$ cat config.mk
export PLATFORM = sky130hd
export DESIGN_NAME = pingpang_reader
export DESIGN_NICKNAME = d
export VERILOG_FILES = /design/src/rtl/pingpang_reader.sv
export SDC_FILE = /design/constraint.sdc
export NUM_CORES = 2
export LEC_CHECK = 0
export BUFFER_PORTS_ARGS = -buffer_cell sky130_fd_sc_hd__buf_4
export CAP_MARGIN = 40
export CORE_ASPECT_RATIO = 0.7
export CORE_MARGIN = 1
export CORE_UTILIZATION = 56
export CTS_CLUSTER_DIAMETER = 200
export DETAILED_ROUTE_END_ITERATION = 8
export PLACE_DENSITY = 0.81
export SETUP_SLACK_MARGIN = 0.1
export SLEW_MARGIN = 20
export SYNTH_ARGS = -nofsm -noshare
export SYNTH_HDL_FRONTEND = slang
export SYNTH_SLANG_ARGS = --single-unit
$ cat constraint.sdc
create_clock -name clk -period 5.4 [get_ports clk]
set_input_delay 0.54 -clock clk [delete_from_list [all_inputs] [get_ports clk]]
set_output_delay 0.54 -clock clk [all_outputs]
set_load 0.05 [all_outputs]
$ cat src/rtl/pingpang_reader.sv
`default_nettype none
// ============================================================================
// Module   : pingpang_reader
// Brief    : Alternates INCR read bursts between two AXI read masters, merges
//            the returned beats in address order into a credit-guarded FIFO.
// Revision : 1.0 - initial release
// ============================================================================
module pingpang_reader #(
    parameter int C_M_AXI_BURST_LEN  = 16,
    parameter int C_M_AXI_DATA_WIDTH = 32,
    parameter int ADDR_WIDTH         = 32,
    parameter int FIFO_DEPTH         = 64
) (
    input  logic                          clk,
    input  logic                          rst_n,
    input  logic                          start,
    input  logic [ADDR_WIDTH-1:0]         Base_ADDR,
    input  logic [ADDR_WIDTH-1:0]         End_ADDR,
    output logic                          INIT_AXI_TXN_1,
    output logic                          INIT_AXI_TXN_2,
    input  logic                          INIT_AXI_TXN_DONE_1,
    input  logic                          INIT_AXI_TXN_DONE_2,
    output logic [ADDR_WIDTH-1:0]         BIAS_ADDR_1,
    output logic [ADDR_WIDTH-1:0]         BIAS_ADDR_2,
    input  logic                          Data_valid_1,
    input  logic                          Data_valid_2,
    output logic                          Data_ready_1,
    output logic                          Data_ready_2,
    input  logic [C_M_AXI_DATA_WIDTH-1:0] Data_1,
    input  logic [C_M_AXI_DATA_WIDTH-1:0] Data_2,
    output logic                          out_valid,
    output logic [C_M_AXI_DATA_WIDTH-1:0] out_data,
    input  logic                          out_ready,
    output logic                          Read_done,
    output logic [1:0]                    current_state,
    output logic [$clog2(FIFO_DEPTH):0]   fifo_count
);

    localparam int c_FIFO_AW = $clog2(FIFO_DEPTH);
    localparam int c_CNT_W   = c_FIFO_AW + 1;
    localparam int c_BEAT_W  = (C_M_AXI_BURST_LEN > 1) ? $clog2(C_M_AXI_BURST_LEN) : 1;
    localparam logic [ADDR_WIDTH-1:0] c_BURST_BYTES =
        ADDR_WIDTH'(C_M_AXI_BURST_LEN * C_M_AXI_DATA_WIDTH / 8);
    localparam logic [ADDR_WIDTH-1:0] c_ADDRESS_CHANGE =
        ADDR_WIDTH'(2 * C_M_AXI_BURST_LEN * C_M_AXI_DATA_WIDTH / 8);
    localparam logic [c_CNT_W-1:0]  c_CREDIT_INIT  = c_CNT_W'(FIFO_DEPTH);
    localparam logic [c_CNT_W-1:0]  c_CREDIT_BURST = c_CNT_W'(C_M_AXI_BURST_LEN);
    localparam logic [c_BEAT_W-1:0] c_BEAT_LAST    = c_BEAT_W'(C_M_AXI_BURST_LEN - 1);

    typedef enum logic [1:0] {
        S_IDLE  = 2'd0,
        S_RUN   = 2'd1,
        S_DRAIN = 2'd2,
        S_DONE  = 2'd3
    } state_t;

    state_t                    r_state;
    logic                      r_start_q;
    logic                      r_init_1, r_init_2;
    logic                      r_busy_1, r_busy_2;
    logic [ADDR_WIDTH-1:0]     r_bias_1, r_bias_2;
    logic [c_CNT_W-1:0]        r_credit;
    logic                      r_launch_ptr;   // 0 = M1, 1 = M2
    logic                      r_rd_ptr;       // master owning the oldest burst
    logic [c_BEAT_W-1:0]       r_beat_cnt;
    logic                      r_read_done;

    logic [C_M_AXI_DATA_WIDTH-1:0] r_mem [FIFO_DEPTH];
    logic [c_FIFO_AW-1:0]      r_wr_idx, r_rd_idx;
    logic [c_CNT_W-1:0]        r_count;

    logic                      w_start_flag;
    logic                      w_sel_busy;
    logic [ADDR_WIDTH-1:0]     w_sel_bias;
    logic [ADDR_WIDTH-1:0]     w_span;
    logic                      w_range_ok, w_credit_ok, w_launch;
    logic                      w_done_1, w_done_2;
    logic                      w_push, w_pop;
    logic [C_M_AXI_DATA_WIDTH-1:0] w_push_data;

    assign w_start_flag = start & ~r_start_q;
    assign w_sel_busy   = r_launch_ptr ? r_busy_2 : r_busy_1;
    assign w_sel_bias   = r_launch_ptr ? r_bias_2 : r_bias_1;
    assign w_span       = End_ADDR - Base_ADDR;
    assign w_range_ok   = (w_sel_bias + c_BURST_BYTES) <= w_span;
    assign w_credit_ok  = r_credit >= c_CREDIT_BURST;
    assign w_launch     = (r_state == S_RUN) && start && !w_sel_busy && w_credit_ok && w_range_ok;
    assign w_done_1     = INIT_AXI_TXN_DONE_1 & r_busy_1;
    assign w_done_2     = INIT_AXI_TXN_DONE_2 & r_busy_2;

    // Only the master holding the oldest outstanding burst may hand over beats.
    assign Data_ready_1 = !r_rd_ptr && r_busy_1 && (r_state != S_IDLE);
    assign Data_ready_2 =  r_rd_ptr && r_busy_2 && (r_state != S_IDLE);
    assign w_push       = (Data_ready_1 & Data_valid_1) | (Data_ready_2 & Data_valid_2);
    assign w_push_data  = r_rd_ptr ? Data_2 : Data_1;
    assign w_pop        = out_valid & out_ready;

    assign INIT_AXI_TXN_1 = r_init_1;
    assign INIT_AXI_TXN_2 = r_init_2;
    assign BIAS_ADDR_1    = r_bias_1;
    assign BIAS_ADDR_2    = r_bias_2;
    assign Read_done      = r_read_done;
    assign current_state  = r_state;
    assign out_valid      = (r_count != '0);
    assign out_data       = r_mem[r_rd_idx];
    assign fifo_count     = r_count;

    always_ff @(posedge clk or negedge rst_n) begin
        if (!rst_n) begin
            r_state      <= S_IDLE;
            r_start_q    <= 1'b0;
            r_init_1     <= 1'b0;
            r_init_2     <= 1'b0;
            r_busy_1     <= 1'b0;
            r_busy_2     <= 1'b0;
            r_bias_1     <= '0;
            r_bias_2     <= c_BURST_BYTES;
            r_credit     <= c_CREDIT_INIT;
            r_launch_ptr <= 1'b0;
            r_rd_ptr     <= 1'b0;
            r_beat_cnt   <= '0;
            r_read_done  <= 1'b0;
        end else begin
            r_start_q <= start;
            r_init_1  <= w_launch && !r_launch_ptr;
            r_init_2  <= w_launch &&  r_launch_ptr;

            if (w_done_1) begin
                r_busy_1 <= 1'b0;
                r_bias_1 <= r_bias_1 + c_ADDRESS_CHANGE;
            end else if (w_launch && !r_launch_ptr) begin
                r_busy_1 <= 1'b1;
            end

            if (w_done_2) begin
                r_busy_2 <= 1'b0;
                r_bias_2 <= r_bias_2 + c_ADDRESS_CHANGE;
            end else if (w_launch && r_launch_ptr) begin
                r_busy_2 <= 1'b1;
            end

            if (w_launch) begin
                r_launch_ptr <= ~r_launch_ptr;
            end

            // A burst's FIFO space is reserved at launch and returned word by word.
            r_credit <= r_credit - (w_launch ? c_CREDIT_BURST : '0) + (w_pop ? c_CNT_W'(1) : '0);

            if (w_push) begin
                if (r_beat_cnt == c_BEAT_LAST) begin
                    r_beat_cnt <= '0;
                    r_rd_ptr   <= ~r_rd_ptr;
                end else begin
                    r_beat_cnt <= r_beat_cnt + 1'b1;
                end
            end

            case (r_state)
                S_IDLE: begin
                    if (w_start_flag) begin
                        r_state      <= S_RUN;
                        r_bias_1     <= '0;
                        r_bias_2     <= c_BURST_BYTES;
                        r_credit     <= c_CREDIT_INIT;
                        r_launch_ptr <= 1'b0;
                        r_rd_ptr     <= 1'b0;
                        r_beat_cnt   <= '0;
                    end
                end
                S_RUN: begin
                    if (!start || (!w_sel_busy && w_credit_ok && !w_range_ok)) begin
                        r_state <= S_DRAIN;
                    end
                end
                S_DRAIN: begin
                    if (!r_busy_1 && !r_busy_2 && (r_count == '0)) begin
                        r_state     <= S_DONE;
                        r_read_done <= 1'b1;
                    end
                end
                S_DONE: begin
                    if (!start) begin
                        r_state     <= S_IDLE;
                        r_read_done <= 1'b0;
                    end
                end
                default: r_state <= S_IDLE;
            endcase
        end
    end

    always_ff @(posedge clk or negedge rst_n) begin
        if (!rst_n) begin
            r_wr_idx <= '0;
            r_rd_idx <= '0;
            r_count  <= '0;
        end else begin
            if (w_push) begin
                r_wr_idx <= r_wr_idx + 1'b1;
            end
            if (w_pop) begin
                r_rd_idx <= r_rd_idx + 1'b1;
            end
            case ({w_push, w_pop})
                2'b10:   r_count <= r_count + 1'b1;
                2'b01:   r_count <= r_count - 1'b1;
                default: r_count <= r_count;
            endcase
        end
    end

    always_ff @(posedge clk) begin
        if (w_push) begin
            r_mem[r_wr_idx] <= w_push_data;
        end
    end

endmodule
`default_nettype wire
==> run metrics <==
switching pwr=16.25 mW; commonest non-fill, non-tap cell in the layout=edfxtp_1; Top Ports=247; leakage=32.50 nW; DIE WIDTH=471.0 um; Crit Path Category=reg2reg; post-DP HPWL=136.0 mm; Antenna Nets Post-Route=0; vias post-DR=46,380; pre-CTS setup slack=-544.1 ps; CP max stage delay=520 ps; CTS sink cnt=2,139; number of setup violations in the final report=0; Worst Path Max Fanout=16; PortBufs=233; count of final max-slew check failures=0; Critical R2R Launch=r_launch_ptr; DRC Markers=0; antenna violations before repair=34; Max-Cap Viols=0; total power=48.80 mW; P_int=32.55 mW; hold endpoint=r_rd_idx[1]; DR pass1 iterations=6; root buf cell=clkbuf_16; Initial Utilization=56.41%; WHS Path Cells=4; total CTS buffers=186; largest net degree at the start of global routing=99; status=finished clean; number of global-route vias before repair=45,890; Reg-to-Reg End=r_credit[6]; Worst slew margin=38.80%; FF-to-FF setup slack=340 ps; skew final=26.59 ps; layout cells sized above 1=33.65%; #FFs+latches synth=2,139; Yosys warning count=0; Max Freq=197.6 MHz; Comb power frac=33.9%; CTS Buffer Depth=3; Least-Margin Pin Slew=918.1 ps; global route total overflow=0; Hold WC Path Type=in2reg; WP depth=23; slowest CP cell=dfrtp_2; worst-path cell chain=buf_12 -> buf_4 -> mux2i_1 -> nor2b_2 -> and2_0 -> buf_4 -> nand3_1 -> xor2_1 -> ha_1 -> a21o_1 -> a21o_1 -> a21oi_2 -> o211ai_1 -> a211oi_2 -> nor2_1 -> or3_1 -> ha_1 -> ha_1 -> inv_1 -> o21bai_1 -> a21oi_1 -> xnor2_1 -> o21ai_0; Most used DFF post-synth=edfxtp_1; Avg WL per Cell=36.64 um; Distinct cells, synth=70; Data arrival, critical path=5810 ps; first-pass GRT wire length=343.4 mm; share of power burned in registers=38.5%; CP required=6150 ps; Avg Cell Area, Syn=21.51 um2; Hold Vio Cnt, Final=0; most frequent cells in the layout=edfxtp_1 (2,048), mux4_2 (658), buf_4 (479); Iteration-0 DRC Markers=7,276; routed wire length=245.8 mm; overall die area=0.1556 mm2; Final WS setup=340.0 ps; clock latency on the worst-skew pair=830 ps; GRT Total Usage=31.76%; Critical Path Most Common Cell=ha_1; CP Launch Type=flop; gpl congestion=0.9362; maximum vdd drop=0.0005111 V; mapped cell area=0.08622 mm2; height of the die=330.3 um; H-tree levels=4; number of flops mapped to enable cells by yosys=2,048; Cell Rows=120; Synth async-reset ratio=4.254%; fin crit share=93.70%; Clock power frac=27.6%; FF-to-FF path depth=23; Cells after Synth=4,009; Seq/Total Area, Yosys=73.98%; HP Start=out_ready; CTS clk-pin slew, worst paths=70 ps; core area=0.1528 mm2; vias per inst=6.912; Synth-to-Final Area Change=14.83%; switch share=33.30%; Pwr per Cell Area=492.9 mW/mm2; Layout Nets=4,763; CTS tree=built; RSZ-0062 raised after global routing=no; fin crit period=5060 ps; WP buf/inv=4; kind of cell adding the most delay to the critical path=compound AO/OA/AOI/OAI gates; Critical Path Sink Type=flop
==> final cells by class <==
cell class / instances / area [um2]
Fill cell: 9415 / 53850
Multi-Input combinational cell: 1611 / 21880
Inverter: 68 / 255.2
Clock buffer: 231 / 4866
Clock inverter: 110 / 1094
Antenna cell: 10 / 25.02
Timing Repair Buffer: 527 / 4561
Sequential cell: 2139 / 63800
Tap cell: 2013 / 2519
==> through the flow <==
step / std cells / setup TNS [ps] / area [um2] / hold slack (ps) / utilization, %
finish: 6709 / 0 / 99000 / 171.6 / 64.77
global route: 6700 / 0 / 98980 / 154.5 / 64.76
CTS: 6684 / 0 / 98680 / 119.9 / 64.56
detailed placement: 6339 / -1434 / 92680 / 494.6 / 60.64
global placement: 6322 / -1362 / 92280 / 475.0 / 60.38
floorplan: 4026 / 0 / 86280 / 244.4 / -
==> worst max path at each step <==
stage | startpoint | endpoint | slack (ps)
after floorplan | r_launch_ptr | r_credit[6] | 170
after global placement | Base_ADDR[0] | r_credit[6] | -530
after detailed placement | Base_ADDR[0] | r_credit[6] | -540
after CTS | r_launch_ptr | r_credit[6] | 130
after global routing | r_launch_ptr | r_credit[6] | 70
final | r_launch_ptr | r_credit[6] | 340
==> state kept, by name, indices dropped and copies added, names as in the netlist, 2 cells and up <==
name and cells:
BIAS_ADDR_1 25, BIAS_ADDR_2 26, current_state 2, fifo_count 7, r_beat_cnt 4, r_credit 7, r_mem 2048, r_rd_idx 6
r_wr_idx 6
==> cells by family after synthesis <==
group / Yosys count / share of synthesized area, %
fa+ha+maj: 94 / 1.382
buf+inv: 276 / 1.405
compound gates: 207 / 1.537
mux: 730 / 18.08
xor+xnor: 119 / 1.209
flops: 2139 / 73.98
simple gates: 442 / 2.406
other cells: 2 / 0.008711
==> synth_stat cells, drive strengths merged (31+ instances only) <==
cell | instances | area (um2)
edfxtp | 2048 | 61500
mux4 | 658 | 14820
nor2 | 166 | 623.1
clkbuf | 117 | 439.2
nand2 | 94 | 352.8
ha | 92 | 1151
buf | 91 | 516.7
dfrtp | 89 | 2227
xor2 | 71 | 621.9
inv | 68 | 255.2
a21oi | 63 | 319.1
nand3 | 48 | 240.2
xnor2 | 48 | 420.4
o21ai | 42 | 210.2
mux2 | 36 | 405.4
mux2i | 36 | 360.4
nor2b | 31 | 193.9
==> power groups by stage <==
stage                     sequential (mW)  combinational (mW)  clock (mW)
final                                18.8                16.5        13.5
after CTS                            18.8                16.1        13.5
after detailed placement             19.2                15.8           0
after global placement               19.2                15.4           0
after floorplan                      19.1                10.3           0
after global routing                 18.8                16.9        14.1
==> per-layer routing <==
layer	track usage [%]	routed length, um	vias up
li1	-	-	17700
met1	42.04	84620	24030
met2	49.73	116700	3918
met3	8.410	31690	707
met4	15.20	12600	26
met5	0	181	-
==> repair_timing <==
action	CTS	global route
setup buffers	0	7
hold endpoints to repair	50	0
endpoints found under the setup margin	0	3
gates resized for setup	0	29
hold buffers	4	0
==> worst register-to-register path, stage by stage (launching register included) <==
cell      delay, ps
dfrtp_2         520
buf_12          200
buf_4           260
mux2i_1         340
nor2b_2          80
and2_0          160
buf_4           160
nand3_1          90
xor2_1          210
ha_1            280
a21o_1          170
a21o_1          190
a21oi_2         190
o211ai_1        200
a211oi_2        290
nor2_1          100
or3_1           410
ha_1            300
ha_1            290
inv_1            80
o21bai_1         80
a21oi_1         180
xnor2_1         130
o21ai_0          90
Power figures use the tool's default switching activity.
